===== config.mk =====
export PLATFORM = sky130hd
export DESIGN_NAME = fp16_mul_round_pack
export DESIGN_NICKNAME = d
export VERILOG_FILES = /design/src/rtl/fp16_pkg.sv /design/src/rtl/fp16_rne_round.sv /design/src/rtl/fp16_mul_round_pack.sv
export SDC_FILE = /design/constraint.sdc
export NUM_CORES = 1
export LEC_CHECK = 0
export BUFFER_PORTS_ARGS = -buffer_cell sky130_fd_sc_hd__buf_4
export CAP_MARGIN = 0
export CORE_UTILIZATION = 34
export CTS_CLUSTER_DIAMETER = 40
export DETAILED_ROUTE_END_ITERATION = 10
export PLACE_DENSITY_LB_ADDON = 0.25
export REMOVE_ABC_BUFFERS = 1
export SLEW_MARGIN = 20
export SYNTH_ARGS = -nofsm -noshare
export SYNTH_HDL_FRONTEND = slang
export SYNTH_SLANG_ARGS = --single-unit

===== constraint.sdc =====
create_clock -name clk -period 6.2 [get_ports clk]
set_clock_uncertainty 0.05 [all_clocks]
set_input_delay 1.55 -clock clk [delete_from_list [all_inputs] [get_ports clk]]
set_output_delay 1.55 -clock clk [all_outputs]
set_load 0.01 [all_outputs]

===== src/rtl/fp16_pkg.sv =====
// Shared binary16 constants and stage bundles for the FP16 round/pack path.
// Class and flag bit positions match the packed out_cls / out_flags buses.
package fp16_pkg;

  localparam logic signed [8:0] BIAS = 9'sd15;
  localparam logic [4:0] EXP_INF = 5'h1F;

  localparam int CLS_SNAN = 5;
  localparam int CLS_QNAN = 4;
  localparam int CLS_INF  = 3;
  localparam int CLS_ZERO = 2;
  localparam int CLS_SUB  = 1;
  localparam int CLS_NORM = 0;

  localparam int FLG_OVF = 2;
  localparam int FLG_UNF = 1;
  localparam int FLG_INX = 0;

  typedef struct packed {
    logic              sign;
    logic signed [8:0] exp_b;
    logic [10:0]       kept;
    logic              guard;
    logic              sticky;
    logic              tiny;
    logic              special;
    logic [15:0]       sp_val;
    logic [5:0]        sp_cls;
  } s1_t;

  function automatic logic [5:0] cls_bit(
    input int idx
  );
    return 6'b1 << idx;
  endfunction

endpackage


===== src/rtl/fp16_rne_round.sv =====
// Round-to-nearest-even on kept/guard/sticky bits with exponent carry.
// Ports: kept,guard,sticky,exp_in -> sig,exp_out,carry,inexact.
module fp16_rne_round (
  input  logic              [10:0] kept,
  input  logic                     guard,
  input  logic                     sticky,
  input  logic signed       [8:0]  exp_in,
  output logic              [9:0]  sig,
  output logic signed       [8:0]  exp_out,
  output logic                     carry,
  output logic                     inexact
);

  logic        inc;
  logic [11:0] sum;

  always_comb begin
    inc     = guard & (sticky | kept[0]);
    sum     = {1'b0, kept} + {11'b0, inc};
    carry   = sum[11];
    inexact = guard | sticky;
    sig     = carry ? sum[10:1] : sum[9:0];
    exp_out = exp_in;
    // A subnormal that rounds up to 1.0 x 2^-14 becomes min-normal.
    unique case (1'b1)
      carry: begin
        exp_out = exp_in + 9'sd1;
      end
      (exp_in == 9'sd0) && sum[10]: begin
        exp_out = 9'sd1;
      end
      default: begin
        exp_out = exp_in;
      end
    endcase
  end

endmodule


===== src/rtl/fp16_mul_round_pack.sv =====
// Two-stage normalize / RNE round / pack stage behind the FP16 multiplier.
// Ports: in_* product + bypass with valid/ready, out_p/out_cls/out_flags.
module fp16_mul_round_pack
  import fp16_pkg::*;
(
  input  logic        clk,
  input  logic        rst_n,
  input  logic        in_valid,
  output logic        in_ready,
  input  logic        in_sign,
  input  logic [7:0]  in_exp,
  input  logic [21:0] in_sig,
  input  logic        in_special,
  input  logic [15:0] in_special_val,
  input  logic [5:0]  in_special_cls,
  output logic        out_valid,
  input  logic        out_ready,
  output logic [15:0] out_p,
  output logic [5:0]  out_cls,
  output logic [2:0]  out_flags
);

  logic s1_valid;
  s1_t  s1_q;
  s1_t  s1_d;
  logic s2_adv;
  logic s1_adv;

  assign s2_adv   = !out_valid | out_ready;
  assign s1_adv   = s2_adv;
  assign in_ready = !s1_valid | s1_adv;

  logic signed [8:0] e_unb;
  logic signed [8:0] e_bias;
  logic signed [8:0] sh_amt;
  logic        [4:0] sh;
  logic       [21:0] m;
  logic       [21:0] m_sh;
  logic       [43:0] ext;
  logic              sh_lost;
  logic              s1_tiny;
  logic              sig_zero;

  always_comb begin
    sig_zero = (in_sig == 22'h0);
    e_unb    = {in_exp[7], in_exp}
             + (in_sig[21] ? 9'sd1 : 9'sd0);
    m        = in_sig[21] ? in_sig
                          : {in_sig[20:0], 1'b0};
    e_bias   = e_unb + BIAS;
    s1_tiny  = (e_bias <= 9'sd0) && !sig_zero;
    sh_amt   = 9'sd1 - e_bias;
    sh       = 5'd0;
    // Shifts past the full width just fold everything into sticky.
    if (s1_tiny) begin
      sh = (sh_amt > 9'sd22) ? 5'd22 : sh_amt[4:0];
    end
    ext     = {m, 22'h0} >> sh;
    m_sh    = ext[43:22];
    sh_lost = |ext[21:0];

    s1_d         = '0;
    s1_d.sign    = in_sign;
    s1_d.exp_b   = (s1_tiny || sig_zero) ? 9'sd0 : e_bias;
    s1_d.kept    = m_sh[21:11];
    s1_d.guard   = m_sh[10];
    s1_d.sticky  = (|m_sh[9:0]) | sh_lost;
    s1_d.tiny    = s1_tiny;
    s1_d.special = in_special;
    s1_d.sp_val  = in_special_val;
    s1_d.sp_cls  = in_special_cls;
  end

  logic        [9:0] r_sig;
  logic signed [8:0] r_exp;
  logic              r_carry;
  logic              r_inx;

  fp16_rne_round u_rne (
    .kept    (s1_q.kept),
    .guard   (s1_q.guard),
    .sticky  (s1_q.sticky),
    .exp_in  (s1_q.exp_b),
    .sig     (r_sig),
    .exp_out (r_exp),
    .carry   (r_carry),
    .inexact (r_inx)
  );

  logic        ovf;
  logic [15:0] p_d;
  logic [5:0]  cls_d;
  logic [2:0]  flg_d;

  always_comb begin
    ovf = !s1_q.special
        && ((s1_q.exp_b >= 9'sd31)
         || (r_carry && (r_exp >= 9'sd31)));
    p_d   = '0;
    cls_d = '0;
    flg_d = '0;
    unique case (1'b1)
      s1_q.special: begin
        p_d   = s1_q.sp_val;
        cls_d = s1_q.sp_cls;
        flg_d = 3'b000;
      end
      ovf: begin
        p_d   = {s1_q.sign, EXP_INF, 10'h0};
        cls_d = cls_bit(CLS_INF);
        flg_d[FLG_OVF] = 1'b1;
        flg_d[FLG_INX] = 1'b1;
      end
      default: begin
        p_d = {s1_q.sign, r_exp[4:0], r_sig};
        if (r_exp != 9'sd0) begin
          cls_d = cls_bit(CLS_NORM);
        end else if (r_sig == 10'h0) begin
          cls_d = cls_bit(CLS_ZERO);
        end else begin
          cls_d = cls_bit(CLS_SUB);
        end
        flg_d[FLG_UNF] = s1_q.tiny & r_inx;
        flg_d[FLG_INX] = r_inx;
      end
    endcase
  end

  always_ff @(posedge clk) begin
    if (!rst_n) begin
      s1_valid  <= 1'b0;
      s1_q      <= '0;
      out_valid <= 1'b0;
      out_p     <= '0;
      out_cls   <= '0;
      out_flags <= '0;
    end else begin
      if (in_ready) begin
        s1_valid <= in_valid;
        if (in_valid) begin
          s1_q <= s1_d;
        end
      end
      if (s2_adv) begin
        out_valid <= s1_valid;
        if (s1_valid) begin
          out_p     <= p_d;
          out_cls   <= cls_d;
          out_flags <= flg_d;
        end
      end
    end
  end

endmodule


# Word level (Yosys, flattened, before mapping)
# Cells that the tools add are included.
# word_totals
ff_bits,74
output_inout_bits,27
elab_cells,64
# classes
addsub,5
order_cmp,4
n_shift,1
mux,14
bitwise_logic,7
reduce_logical,19
# ops
cell,n
$shr A44 B5 Y44,1
$pmux W16 S2,1
$logic_not A22 Y1,1
$mux W22,1
$reduce_or A22 Y1,1
$ge A9 B6 Y1 const B,2
$pmux W9 S2,1
$add A11 B1 Y12,1
$pmux W6 S2,1
$logic_not A10 Y1,1
$mux W10,1
$mux W5,2
$reduce_or A10 Y1,1
$add A8 B2 Y9,1
$add A9 B2 Y9 const B,1
$add A9 B5 Y9 const B,1
$gt A9 B6 Y1 const B,1
$le A9 B1 Y1 const B,1
$logic_not A9 Y1,1
$mux W9,1
$reduce_bool A9 Y1,1
$sub A2 B9 Y9 const A,1
$mux W6,1
$or A1 B1 Y1,5
9 further kinds,20

# Depth between registers and ports, before layout
# depth
depth_word,11
mapped_depth,24
mapped_depth_nobuf,18

# By module
# A second synthesis with hierarchy kept.
# unflattened
hier_cells,786
area_unflattened_um2,5908.2
# by_module_without_submodules
module,n_inst,cells_per_inst,area_per_inst_um2,seq_area_each_um2
fp16_mul_round_pack,1,693,5262.5,1481.4
fp16_rne_round,1,93,645.6,0.0

# Least setup slack after synthesis
# OpenSTA, ideal clock, no wires.
# synth_timing
path_type,input-to-reg
start,input in_sig[21]
end,register s1_q[24] (netlist name)
setup_time_ps,125
arrival_time_ps,6300
required_ps,6025
setup_slack_ps,-275
cell_stages,22
path_cell_list,clkbuf_1 clkbuf_1 inv_2 ha_1 ha_1 xnor2_1 ha_1 clkbuf_1 xnor2_1 xnor2_1 nand4_1 or4b_1 buf_2 a41oi_4 buf_6 mux2_2 a22oi_1 o21ai_0 o21ai_1 nand4b_1 o22ai_1 a31oi_1
# synth_via
elab_chain_len,10
# synth_rtl
element,line,text
start: declaration,fp16_mul_round_pack.sv:12,"input logic [21:0] in_sig,"
$mux W1,fp16_mul_round_pack.sv:47,+ (in_sig[21] ? 9'sd1 : 9'sd0);
$add A8 B2 Y9,fp16_mul_round_pack.sv:47,
$add A9 B5 Y9,fp16_mul_round_pack.sv:50,e_bias = e_unb + BIAS;
$sub A2 B9 Y9,fp16_mul_round_pack.sv:52,sh_amt = 9'sd1 - e_bias;
$gt A9 B6 Y1,fp16_mul_round_pack.sv:56,sh = (sh_amt > 9'sd22) ? 5'd22 : sh_amt[4:0];
$mux W5,fp16_mul_round_pack.sv:56,
$mux W5,fp16_mul_round_pack.sv:55,if (s1_tiny) begin
$shr A44 B5 Y44 *,fp16_mul_round_pack.sv:58,"ext = {m, 22'h0} >> sh;"
$reduce_or A22 Y1 / $reduce_or A10 Y1 (equally long branches),"fp16_mul_round_pack.sv:60, fp16_mul_round_pack.sv:67",
$or A1 B1 Y1 *,fp16_mul_round_pack.sv:67,s1_d.sticky = (|m_sh[9:0]) | sh_lost;
end signal: assignment,fp16_mul_round_pack.sv:132,s1_q <= '0;
end signal: assignment,fp16_mul_round_pack.sv:141,s1_q <= s1_d;
end: declaration,fp16_mul_round_pack.sv:24,s1_t s1_q;
# Every way passes the cells marked *; elsewhere a longest branch is shown, timed or not.
# A chain may end at the register's enable or synchronous reset.

# Worst setup path after layout
# Ends and elaborated chain as after synthesis.

==> metrics.md <==
| Metric | Value |
|---|---|
| Die Wd | `131 um` |
| Die Ht | `131 um` |
| Clock Latency Late Sink | `0.33 ns` |
| CP arrival | `5.87 ns` |
| Met1 Track Usage GR | `0.281` |
| WL per Instance | `15.8 um` |
| CP Cell Sequence | `buf_4 -> inv_2 -> ha_1 -> ha_1 -> buf_4 -> ha_1 -> maj3_1 -> o21ai_0 -> nand4_1 -> or4b_1 -> a41oi_4 -> mux2i_1 -> mux2i_1 -> or3_1 -> o21a_1 -> a2111oi_0 -> a31o_1 -> a31oi_1` |
| Tmin final | `5.71 ns` |
| Number of global-route vias before repair | `5428` |
| Synth warn | `0` |
| CP max stage delay | `0.64 ns` |
| Fin worst setup slack | `0.490 ns` |
| Hold WC Path Type | `register to register` |
| Area grow syn2layout | `21.0%` |
| Clock transition at the registers of the reported paths | `0.06 ns` |
| Synth Area per Inst | `7.22 um2` |
| Met2 Use GR | `0.315` |
| Die area | `0.0172 mm2` |
| Final setup fails | `0` |
| Busiest grt layer | `met2` |
| Post-CTS setup repair buffer count | `0` |
| GRT met3 Usage | `0.0257` |
| Outcome | `complete, no violations` |
| Root Buffer | `clkbuf_16` |
| CTS tree | `yes` |
| # H-tree levels | `3` |
| Core area | `0.0161 mm2` |
| Critical Path Fanout Max | `8` |
| Reg area | `0.00148 mm2` |
| Cells after Synth | `784` |
| GRT Overall Usage | `0.202` |
| Setup Crit Path Kind | `input pin to register` |
| Filler Cells Inserted | `1672` |
| Vias per cell | `5.59` |
| Hold buffer count at CTS | `0` |
| TritonCTS buffer count | `9` |
| Final Hold Fails | `0` |
| Total grt overflow | `0` |
| Worst-margin pin slew | `0.924 ns` |
| Post-synth cell types | `80` |
| Final period util | `0.921` |
| Largest net degree at the start of global routing | `51` |
| I/O pins | `85` |
| Layout cells sized above 1 | `0.189` |
| Peak VDD IR | `0.103 mV` |
| Most frequent cells in the layout | `nand2_1, buf_4, nor2_1` |
| Slew headroom | `0.384` |
| Post-synth top flop | `dfxtp_1` |
| Max Root-Sink Buffers | `2` |
| PwrDens | `222 mW/mm2` |
| Synth Cell Area | `0.00566 mm2` |
| DR iter-0 viols | `416` |
| Post-synth EDFFs | `0` |
| RSZ-0062 raised after global routing | `false` |
| CP Capture Type | `register` |
| Gpl congestion | `0.904` |
| Max-cap viol count | `0` |
| Cts repair resizes | `0` |
| Worst endpoint required time | `6.36 ns` |
| Routed via count | `5966` |
| Final std cells w/o fill | `1067` |
| Pre-CTS setup slack | `0.273 ns` |
| Startpoint types | `input pin` |
| Routed WL | `16.9 mm` |
| Initial antenna violation count | `0` |
| Post-DRT Antenna Nets | `0` |
| Starting density of the core | `0.353` |
| Fmax | `175 MHz` |
| Asr flop ratio synth | `0` |
| Leakage power | `0.00277 uW` |
| DR pass1 iterations | `4` |
| Sequential element share of the synthesized area | `0.262` |
| First-pass GRT wire length | `27.5 mm` |
| N_diodes | `0` |
| # clock sinks | `74` |
| PortBufs | `84` |
| Placed insts | `1051` |
| Most common cell after layout, fill and taps aside | `nand2_1` |
| Multi-input logic area | `0.00388 mm2` |
| DRC | `0` |
| Post-DP HPWL | `12.4 mm` |
| CP most frequent cell | `ha_1` |
| Row Count | `46` |
| Slew Limit Fails | `0` |
| Final nets | `912` |
| #FFs+latches synth | `74` |
| Critical Path Slowest Stage Cell | `or4b_1` |
path summary, 6_finish.rpt:
| kind | start | endpoint | slack (ns) | depth (start not counted) |
|---|---|---|---|---|
| max reg2reg | s1_q[24] | out_cls[2] | 2.01 | 15 |
| max | in_sig[21] | s1_q[24] | 0.49 | 18 |
| min | out_p[14] | out_p[14] | 0.40 | 2 |
| min reg2reg | out_p[14] | out_p[14] | 0.40 | 2 |
power breakdown:
group          internal, uW  switching, uW  total [uW]  leakage, uW
combinational           179            249         428      0.00201
sequential              506           27.4         534     0.000607
clock                   362            194         556     0.000156
routing by layer:
metal	share of wire	up-vias	wire length, um
met3	0.049	35	821
li1	-	2979	-
met2	0.45	176	7680
met5	0	-	0
met1	0.47	2776	7990
met4	0.023	0	386
area by class of cell:
class / instances / share of cell area
clock buffer: 11 / 0.0355
clock inverter: 5 / 0.0113
inverter: 16 / 0.00877
multi-input combinational: 637 / 0.567
sequential: 74 / 0.216
tap: 216 / 0.0395
timing repair buffer: 108 / 0.122
through the flow:
step	setup TNS, ns	utilization	total power [uW]	hold slack (ns)	cell area (um2)
floorplan	-0.667	-	803	0.382	5410
global placement	0	0.406	968	0.392	6530
detailed placement	0	0.406	967	0.397	6530
CTS	0	0.426	1520	0.405	6850
global route	0	0.426	1600	0.423	6850
finish	0	0.426	1520	0.400	6850
flip-flops by register name (all words and copies together) (netlist names):
name	flops
s1_q	47
out_p	16
out_cls	6
out_flags	3
out_valid	1
s1_valid	1
logic make-up after synthesis:
logic type	synth area share
simple gates	0.292
xor+xnor	0.0371
fa+ha+maj	0.0212
compound gates	0.244
mux	0.0897
buf+inv	0.0542
flops	0.262
synth_stat cells, types with 3 or more instances:
library cell	count	area share
and2_1	3	0.0033
o31a_1	3	0.0046
o21ai_0	33	0.029
a22oi_1	8	0.011
and3_1	11	0.012
buf_1	5	0.0033
mux2_2	14	0.028
or3_1	6	0.0066
a211o_1	5	0.0077
clkbuf_1	40	0.027
a31oi_1	10	0.011
dfxtp_1	74	0.26
ha_1	8	0.018
nand2_1	114	0.076
nor2b_1	6	0.0066
a32oi_1	3	0.0046
nor4_1	9	0.0099
xor2_1	8	0.012
o221ai_1	5	0.0077
nand3_1	24	0.021
nor2_1	91	0.060
o21a_1	4	0.0053
nand2b_1	5	0.0055
inv_1	14	0.0093
nand4_1	9	0.0099
nand4b_1	4	0.0062
a21o_1	3	0.0040
xnor2_1	16	0.025
a211oi_1	7	0.0093
buf_2	8	0.0071
a21oi_1	73	0.065
nor3_1	45	0.040
o211ai_1	11	0.015
a221oi_1	7	0.011
mux2i_1	35	0.062
critical path: cells and delay by family:
family / cells / cell delay, ns
AO/OA/AOI/OAI: 6 / 1.36
adder cells (fa/ha/maj): 4 / 1.07
multiplexers: 2 / 0.48
buffers and inverters: 3 / 0.29
AND/OR/NAND/NOR: 3 / 1.13
(Power assumes the default switching activity.)
